**src/rtl/cap_acptx_sched_pkg.sv**
```systemverilog
// rtl/cap_acptx_sched_pkg.sv - shared types and helpers for the capture-to-ACP TX scheduler
package cap_acptx_sched_pkg;

    typedef enum logic [1:0] {
        S_IDLE = 2'd0,
        S_WAIT = 2'd1,
        S_DONE = 2'd2
    } sched_state_t;

    localparam int MAX_NCH    = 8;
    localparam int MAX_ADDR_W = 64;

    function automatic int ch_width(input int nch);
        return (nch > 1) ? $clog2(nch) : 1;
    endfunction

    function automatic int blk_shift(input int blk_bytes);
        return $clog2(blk_bytes);
    endfunction

    // Extracts channel ch's base from a zero-extended packed base bus.
    function automatic logic [MAX_ADDR_W-1:0] base_slice(
        input logic [MAX_NCH*MAX_ADDR_W-1:0] bases,
        input int                            ch,
        input int                            addr_w
    );
        logic [MAX_NCH*MAX_ADDR_W-1:0] sh;
        logic [MAX_ADDR_W-1:0]         mask;
        sh   = bases >> (ch * addr_w);
        mask = (addr_w >= MAX_ADDR_W) ? '1 : ((MAX_ADDR_W'(1) << addr_w) - MAX_ADDR_W'(1));
        return sh[MAX_ADDR_W-1:0] & mask;
    endfunction

endpackage

```
**src/rtl/cap_rr_arb.sv**
```systemverilog
// rtl/cap_rr_arb.sv - combinational round-robin picker: first requester at or after ptr
module cap_rr_arb #(
    parameter int NCH  = 4,
    parameter int CH_W = (NCH > 1) ? $clog2(NCH) : 1
) (
    input  logic [NCH-1:0]  req,
    input  logic [CH_W-1:0] ptr,
    output logic [NCH-1:0]  gnt,
    output logic [CH_W-1:0] gnt_idx
);

    logic [CH_W-1:0] ci;

    // Scan from the farthest offset down so the nearest requester wins last.
    always_comb begin
        gnt     = '0;
        gnt_idx = '0;
        ci      = '0;
        for (int off = NCH - 1; off >= 0; off--) begin
            ci = CH_W'((int'(ptr) + off) % NCH);
            if (req[ci]) begin
                gnt     = '0;
                gnt[ci] = 1'b1;
                gnt_idx = ci;
            end
        end
    end

endmodule

```
**src/rtl/cap_acptx_sched.sv**
```systemverilog
// rtl/cap_acptx_sched.sv - round-robin scheduler of capture blocks onto one ACP TX engine
module cap_acptx_sched
    import cap_acptx_sched_pkg::*;
#(
    parameter int NCH       = 4,
    parameter int ADDR_W    = 32,
    parameter int CRC_W     = 32,
    parameter int BLK_BYTES = 4096,
    parameter int IDX_W     = 16,
    parameter int TIMEOUT   = 1048576
) (
    input  logic                     clk,
    input  logic                     rst,
    input  logic                     sched_en,
    input  logic                     soft_clr,
    input  logic [NCH*ADDR_W-1:0]    cfg_base,
    input  logic [IDX_W-1:0]         cfg_blocks,
    input  logic [NCH-1:0]           ch_req,
    output logic [$clog2(NCH)-1:0]   ch_sel,
    output logic                     tacp_en,
    input  logic                     tacp_cmpt,
    output logic [ADDR_W-1:0]        cap_addr,
    input  logic [CRC_W-1:0]         cap_crc32,
    output logic                     done_vld,
    output logic [$clog2(NCH)-1:0]   done_ch,
    output logic [IDX_W-1:0]         done_idx,
    output logic [CRC_W-1:0]         done_crc,
    output logic                     busy,
    output logic [NCH-1:0]           err_to
);

    localparam int CH_W      = ch_width(NCH);
    localparam int BLK_SHIFT = blk_shift(BLK_BYTES);
    localparam logic [CH_W-1:0] LAST_CH = CH_W'(NCH - 1);
    localparam logic [31:0]     WD_LAST = (TIMEOUT > 0) ? 32'(TIMEOUT - 1) : 32'd0;

    sched_state_t      state;
    logic [CH_W-1:0]   rr_ptr;
    logic [IDX_W-1:0]  idx [NCH];
    logic [31:0]       wd_cnt;
    logic              clr_pend;

    logic [NCH-1:0]    gnt;
    logic [CH_W-1:0]   gnt_idx;
    logic              gnt_any;
    logic [MAX_NCH*MAX_ADDR_W-1:0] base_bus;
    logic [ADDR_W-1:0] grant_addr;
    logic [IDX_W-1:0]  blk_last;
    logic [IDX_W-1:0]  idx_next;
    logic [CH_W-1:0]   ptr_next;
    logic              wd_hit;
    logic              xfer_end;
    logic              do_clr;

    cap_rr_arb #(.NCH(NCH), .CH_W(CH_W)) u_arb (
        .req     (ch_req),
        .ptr     (rr_ptr),
        .gnt     (gnt),
        .gnt_idx (gnt_idx)
    );

    assign gnt_any    = |gnt;
    assign base_bus   = (MAX_NCH*MAX_ADDR_W)'(cfg_base);
    assign grant_addr = ADDR_W'(base_slice(base_bus, int'(gnt_idx), ADDR_W))
                      + (ADDR_W'(idx[gnt_idx]) << BLK_SHIFT);
    // A ring of 0 blocks behaves as a ring of 1.
    assign blk_last   = (cfg_blocks == '0) ? '0 : cfg_blocks - IDX_W'(1);
    assign idx_next   = (idx[ch_sel] >= blk_last) ? '0 : idx[ch_sel] + IDX_W'(1);
    assign ptr_next   = (ch_sel == LAST_CH) ? '0 : ch_sel + CH_W'(1);
    assign wd_hit     = (TIMEOUT != 0) && (wd_cnt == WD_LAST);
    assign xfer_end   = (state == S_WAIT) && (tacp_cmpt || wd_hit);
    // A clear seen during a transfer is held back until that transfer ends.
    assign do_clr     = (state != S_WAIT) ? soft_clr : (xfer_end && (clr_pend || soft_clr));
    assign busy       = (state != S_IDLE);

    always_ff @(posedge clk or posedge rst) begin
        if (rst) begin
            state    <= S_IDLE;
            rr_ptr   <= '0;
            for (int i = 0; i < NCH; i++) idx[i] <= '0;
            ch_sel   <= '0;
            cap_addr <= '0;
            tacp_en  <= 1'b0;
            done_vld <= 1'b0;
            done_ch  <= '0;
            done_idx <= '0;
            done_crc <= '0;
            err_to   <= '0;
            wd_cnt   <= '0;
            clr_pend <= 1'b0;
        end else begin
            done_vld <= 1'b0;
            case (state)
                S_IDLE, S_DONE: begin
                    // Granting straight from DONE keeps the enable gap to one cycle.
                    if (!soft_clr && sched_en && gnt_any) begin
                        ch_sel   <= gnt_idx;
                        cap_addr <= grant_addr;
                        tacp_en  <= 1'b1;
                        wd_cnt   <= '0;
                        state    <= S_WAIT;
                    end else begin
                        state    <= S_IDLE;
                    end
                end
                S_WAIT: begin
                    wd_cnt <= wd_cnt + 32'd1;
                    if (soft_clr) clr_pend <= 1'b1;
                    if (tacp_cmpt) begin
                        tacp_en      <= 1'b0;
                        done_vld     <= 1'b1;
                        done_ch      <= ch_sel;
                        done_idx     <= idx[ch_sel];
                        done_crc     <= cap_crc32;
                        idx[ch_sel]  <= idx_next;
                        rr_ptr       <= ptr_next;
                        state        <= S_DONE;
                    end else if (wd_hit) begin
                        tacp_en        <= 1'b0;
                        err_to[ch_sel] <= 1'b1;
                        rr_ptr         <= ptr_next;
                        state          <= S_IDLE;
                    end
                end
                default: state <= S_IDLE;
            endcase
            if (do_clr) begin
                for (int i = 0; i < NCH; i++) idx[i] <= '0;
                rr_ptr   <= '0;
                err_to   <= '0;
                clr_pend <= 1'b0;
            end
        end
    end

endmodule

```
**config.mk**
```make
export PLATFORM = sky130hd
export DESIGN_NAME = cap_acptx_sched
export DESIGN_NICKNAME = d
export VERILOG_FILES = /design/src/rtl/cap_acptx_sched_pkg.sv /design/src/rtl/cap_rr_arb.sv /design/src/rtl/cap_acptx_sched.sv
export SDC_FILE = /design/constraint.sdc
export NUM_CORES = 1
export LEC_CHECK = 0
export CAP_MARGIN = 20
export CORE_ASPECT_RATIO = 0.75
export CORE_MARGIN = 2
export CORE_UTILIZATION = 40
export CTS_CLUSTER_DIAMETER = 150
export CTS_CLUSTER_SIZE = 16
export DETAILED_ROUTE_END_ITERATION = 10
export GPL_TIMING_DRIVEN = 0
export PLACE_DENSITY = 0.67
export SYNTH_ARGS = -nofsm -noshare
export SYNTH_HDL_FRONTEND = slang
export SYNTH_HIERARCHICAL = 1
export SYNTH_SLANG_ARGS = --single-unit
```
**constraint.sdc**
```tcl
create_clock -name clk -period 6.73 [get_ports clk]
set_input_delay 2.019 -clock clk [delete_from_list [all_inputs] [get_ports clk]]
set_output_delay 2.019 -clock clk [all_outputs]
set_load 0.005 [all_outputs]
```
==> flow_summary.toml <==
[worst_setup_path]
critical_path.top_delay_family = "compound AO/OA/AOI/OAI gates"
crit_buf_inv = 4
worstPathMaxFanout = 10
crit_required_ps = 7110
crit_path_start_kind = "input pin"
cp_cell_sequence = "clkdlybuf4s50_1 -> nor4_1 -> nand4b_1 -> or3_1 -> clkbuf_1 -> clkbuf_1 -> nand2_1 -> ha_1 -> a21o_1 -> a211oi_1 -> o21ai_0 -> a21oi_1 -> clkbuf_1 -> a32o_1"
max_stage_delay_ps = 680
reg2reg_from = "rr_ptr[0]$_DFFE_PP0P_"
r2r-end = "cap_addr[27]$_DFFE_PP0P_"
critPathCaptureType = "flip-flop"
crit_type = "input pin to flip-flop"
reg2reg_slack_ps = 1140
rr_worst_depth = 17
cp.arrival_ps = 6610
cpMaxStageDelayCell = "nor4_1"
cpMostUsedCell = "clkbuf_1"

[placement]
dpl.hpwl_um = 27000
dp_cells = 1698
io_buffers = 273
pre_cts_ws_ps = -729
gp_congestion = 0.871

[route]
drtPass1Iterations = 6
wirelength_um = 35400
routedWlPerCell_um = 20.5
vias_per_cell = 5.77
met1Wirelength_um = 16600
vias = 9980
initialDrtViolationCount = 658
wl_met3_um = 2650
highest_layer = "met4"
route.detailed.drc = 0
antenna_left = 0
wl_met2_um = 15400

[floorplan]
dieWidth_um = 201
std_cell_rows = 54
initial_core_util_pct = 40.3
fp.coreArea_um2 = 28900
io_pins = 276
die_y_um = 152
dieArea_um2 = 30400

[synth]
muxShareOfSynthArea_pct = 19.3
avgSynthCellArea_um2 = 11.3
synthTopCellsByCount = "191 x dfrtp_1, 131 x nand2_1, 64 x a32o_1"
synth_xor_area_share_pct = 2.93
synth_edf_count = 0
synth_warnings = 6
ys.flop_type = "dfrtp_1"
syn_area_um2 = 11600
synthAdderAreaFrac_pct = 5.34
yosysUniqueCellTypes = 78
synth_top_family_by_area = "multiplexers"
synth_compound_area_share_pct = 14.6
synth_cells = 1028
synth_top_area_share_pct = 41.1
yosysTopAreaCell = "dfrtp_1"
postSynthNetCount = 1262
synth_area_leaders = "dfrtp_1 41%, mux4_2 12%, a32o_1 5.5%"
synth_most_common_cell = "dfrtp_1"
ys_async_sr_fraction_pct = 100
ys_seq_area_share_pct = 41.1
synth-simple-area-share_pct = 13.0
ys_seq_elements = 191

[outcome]
status = "complete, no violations"

[timing]
skew_ps = 14.4
period_share_pct = 92.6
maxSlewHeadroom_pct = 35.7
fin_crit_ps = 6230
drv_slew = 0
rsz0062_at_grt = "no"
timing.fmax_mhz = 161
hold_viol = 0
setup_slack_ps = 500
worstMarginPinSlew_ps = 965
setup_viol = 0
fin_setup_tns_ps = 0

[clock_tree]
cts_root_buf = "clkbuf_16"
htree_levels = 4
numCtsBuffers = 17
path_clk_slew_ps = 70
postCtsHoldBufs = 0
clkLatencyLatePin_ps = 450
clockBufferDepth = 2
post_cts_buffers = 0
tritoncts = "built"
cts_sinks = 191

[global_route]
grt_pass1_vias = 9629
grt_pass1_wl_um = 55200
track_usage_pct = 23.4
antenna_found_initial = 0
grt_max_degree = 41
overflow = 0

[job]
cap_violations = 0

[final_layout]
layout.cells.non_filler = 1729
n_antenna_cell = 0
synthToLayoutAreaGrowth_pct = 34.1
final.fill_count = 2529
drive_gt1_share_pct = 15.7
nets = 1559

[pwr]
p_total_w = 0.00465
leakage_nw = 6.61
power_density_nw_per_um2 = 298
ir_drop_mv = 0.192

[min_path]
hold_end = "cap_addr[10]$_DFFE_PP0P_"
holdPathStages = 2
hold_class = "flip-flop to flip-flop"
hold_start = "cap_addr[10]$_DFFE_PP0P_"
final cells by class:
type | instances | area [um2] | area share [%]
buffer | 65 | 363 | 2.33
clock buffer | 18 | 439 | 2.82
clock inverter | 13 | 155 | 0.996
inverter | 25 | 97.6 | 0.626
multi-input combinational | 747 | 6420 | 41.2
sequential | 191 | 4780 | 30.7
tap | 392 | 490 | 3.15
timing repair buffer | 278 | 2840 | 18.2
power by group:
group	internal (W)	switching [W]
registers	0.00137	0.000151
clock network	0.000564	0.000485
logic	0.00108	0.000994
total	0.00302	0.00163
timing repair:
action / CTS / global route
pin swaps: 0 / 0
setup endpoints to repair: 7 / 8
hold endpoints to repair: 0 / 0
gates cloned: 0 / 0
gates resized for setup: 5 / 9
worst register-to-register path: stages, from the launching register on:
cell and delay (ps):
dfrtp_1 580, buf_6 210, inv_1 120, ha_1 300, clkbuf_4 170, o22a_2 160
o21ai_0 70, nand2_1 150, clkbuf_1 620, clkbuf_1 800, mux4_2 470, ha_1 290
clkbuf_1 190, and2_1 240, a2111o_1 460, o211a_1 250, or3_1 350, nand3_1 90
cells in the final DEF, fill, tap and decap left out, types with 6 or more instances in the layout:
cell               n
nor2_1            44
dfrtp_1          191
nand4_1           12
xnor2_1           16
a211oi_1           7
nor3_1            17
inv_1             23
nand3_1           32
a21o_1            10
clkbuf_1          31
o21ai_0           44
o211ai_1          14
clkdlybuf4s50_1  271
nand2_1          131
buf_2              9
a21oi_1           31
clkbuf_16         17
and2_1             6
buf_6              9
or4_1              6
o31ai_1           12
ha_1              48
mux2_2            51
a32o_1            64
buf_4              6
xor2_1            21
mux4_2            63
mux2i_1           17
worst max path at each step:
| stage | slack (ps) | end | cells after the start | startpoint |
|---|---|---|---|---|
| after global routing | 120 | idx[44]$_DFFE_PP0P_ | 15 | cfg_blocks[4] |
| final | 500 | idx[30]$_DFFE_PP0P_ | 14 | cfg_blocks[4] |
| after floorplan | 470 | cap_addr[30]$_DFFE_PP0P_ | 17 | ch_req[0] |
| after detailed placement | -730 | cap_addr[30]$_DFFE_PP0P_ | 19 | ch_req[1] |
| after CTS | 30 | cap_addr[30]$_DFFE_PP0P_ | 16 | ch_req[3] |
| after global placement | -640 | cap_addr[23]$_DFFE_PP0P_ | 17 | ch_req[1] |
layer usage:
metal  track usage, %  vias to the layer above
met2             35.4                      404
met4             7.19                        0
met5                0                        -
li1                 -                     4530
met1             33.5                     4992
met3             5.52                       54
stage by stage:
stage          area, um2  hold slack [ps]  util (%)
2_1_floorplan      11600              445         -
3_3_place_gp       14800              458      51.5
3_5_place_dp       14900              462      51.8
4_1_cts            15600              481      53.9
5_1_grt            15600              490      54.0
6_report           15600              477      54.0
cells by family (layout without fill, tap and decap cells):
family,Yosys count,in the layout
adders and majority gates,49,49
muxes,134,134
and+or+nand+nor,302,302
AOI/OAI and AO/OA,224,224
buffers and inverters,90,399
xor gates and xnor gates,38,38
DFF,191,191
registers in the layout, summed over array words and instances (netlist names):
name / flops
done_vld: 1
done_idx: 16
done_ch: 2
err_to: 4
wd_cnt: 32
rr_ptr: 2
done_crc: 32
tacp_en: 1
ch_sel: 2
idx: 64
clr_pend: 1
state: 2
cap_addr: 32
(Power assumes the default switching activity.)
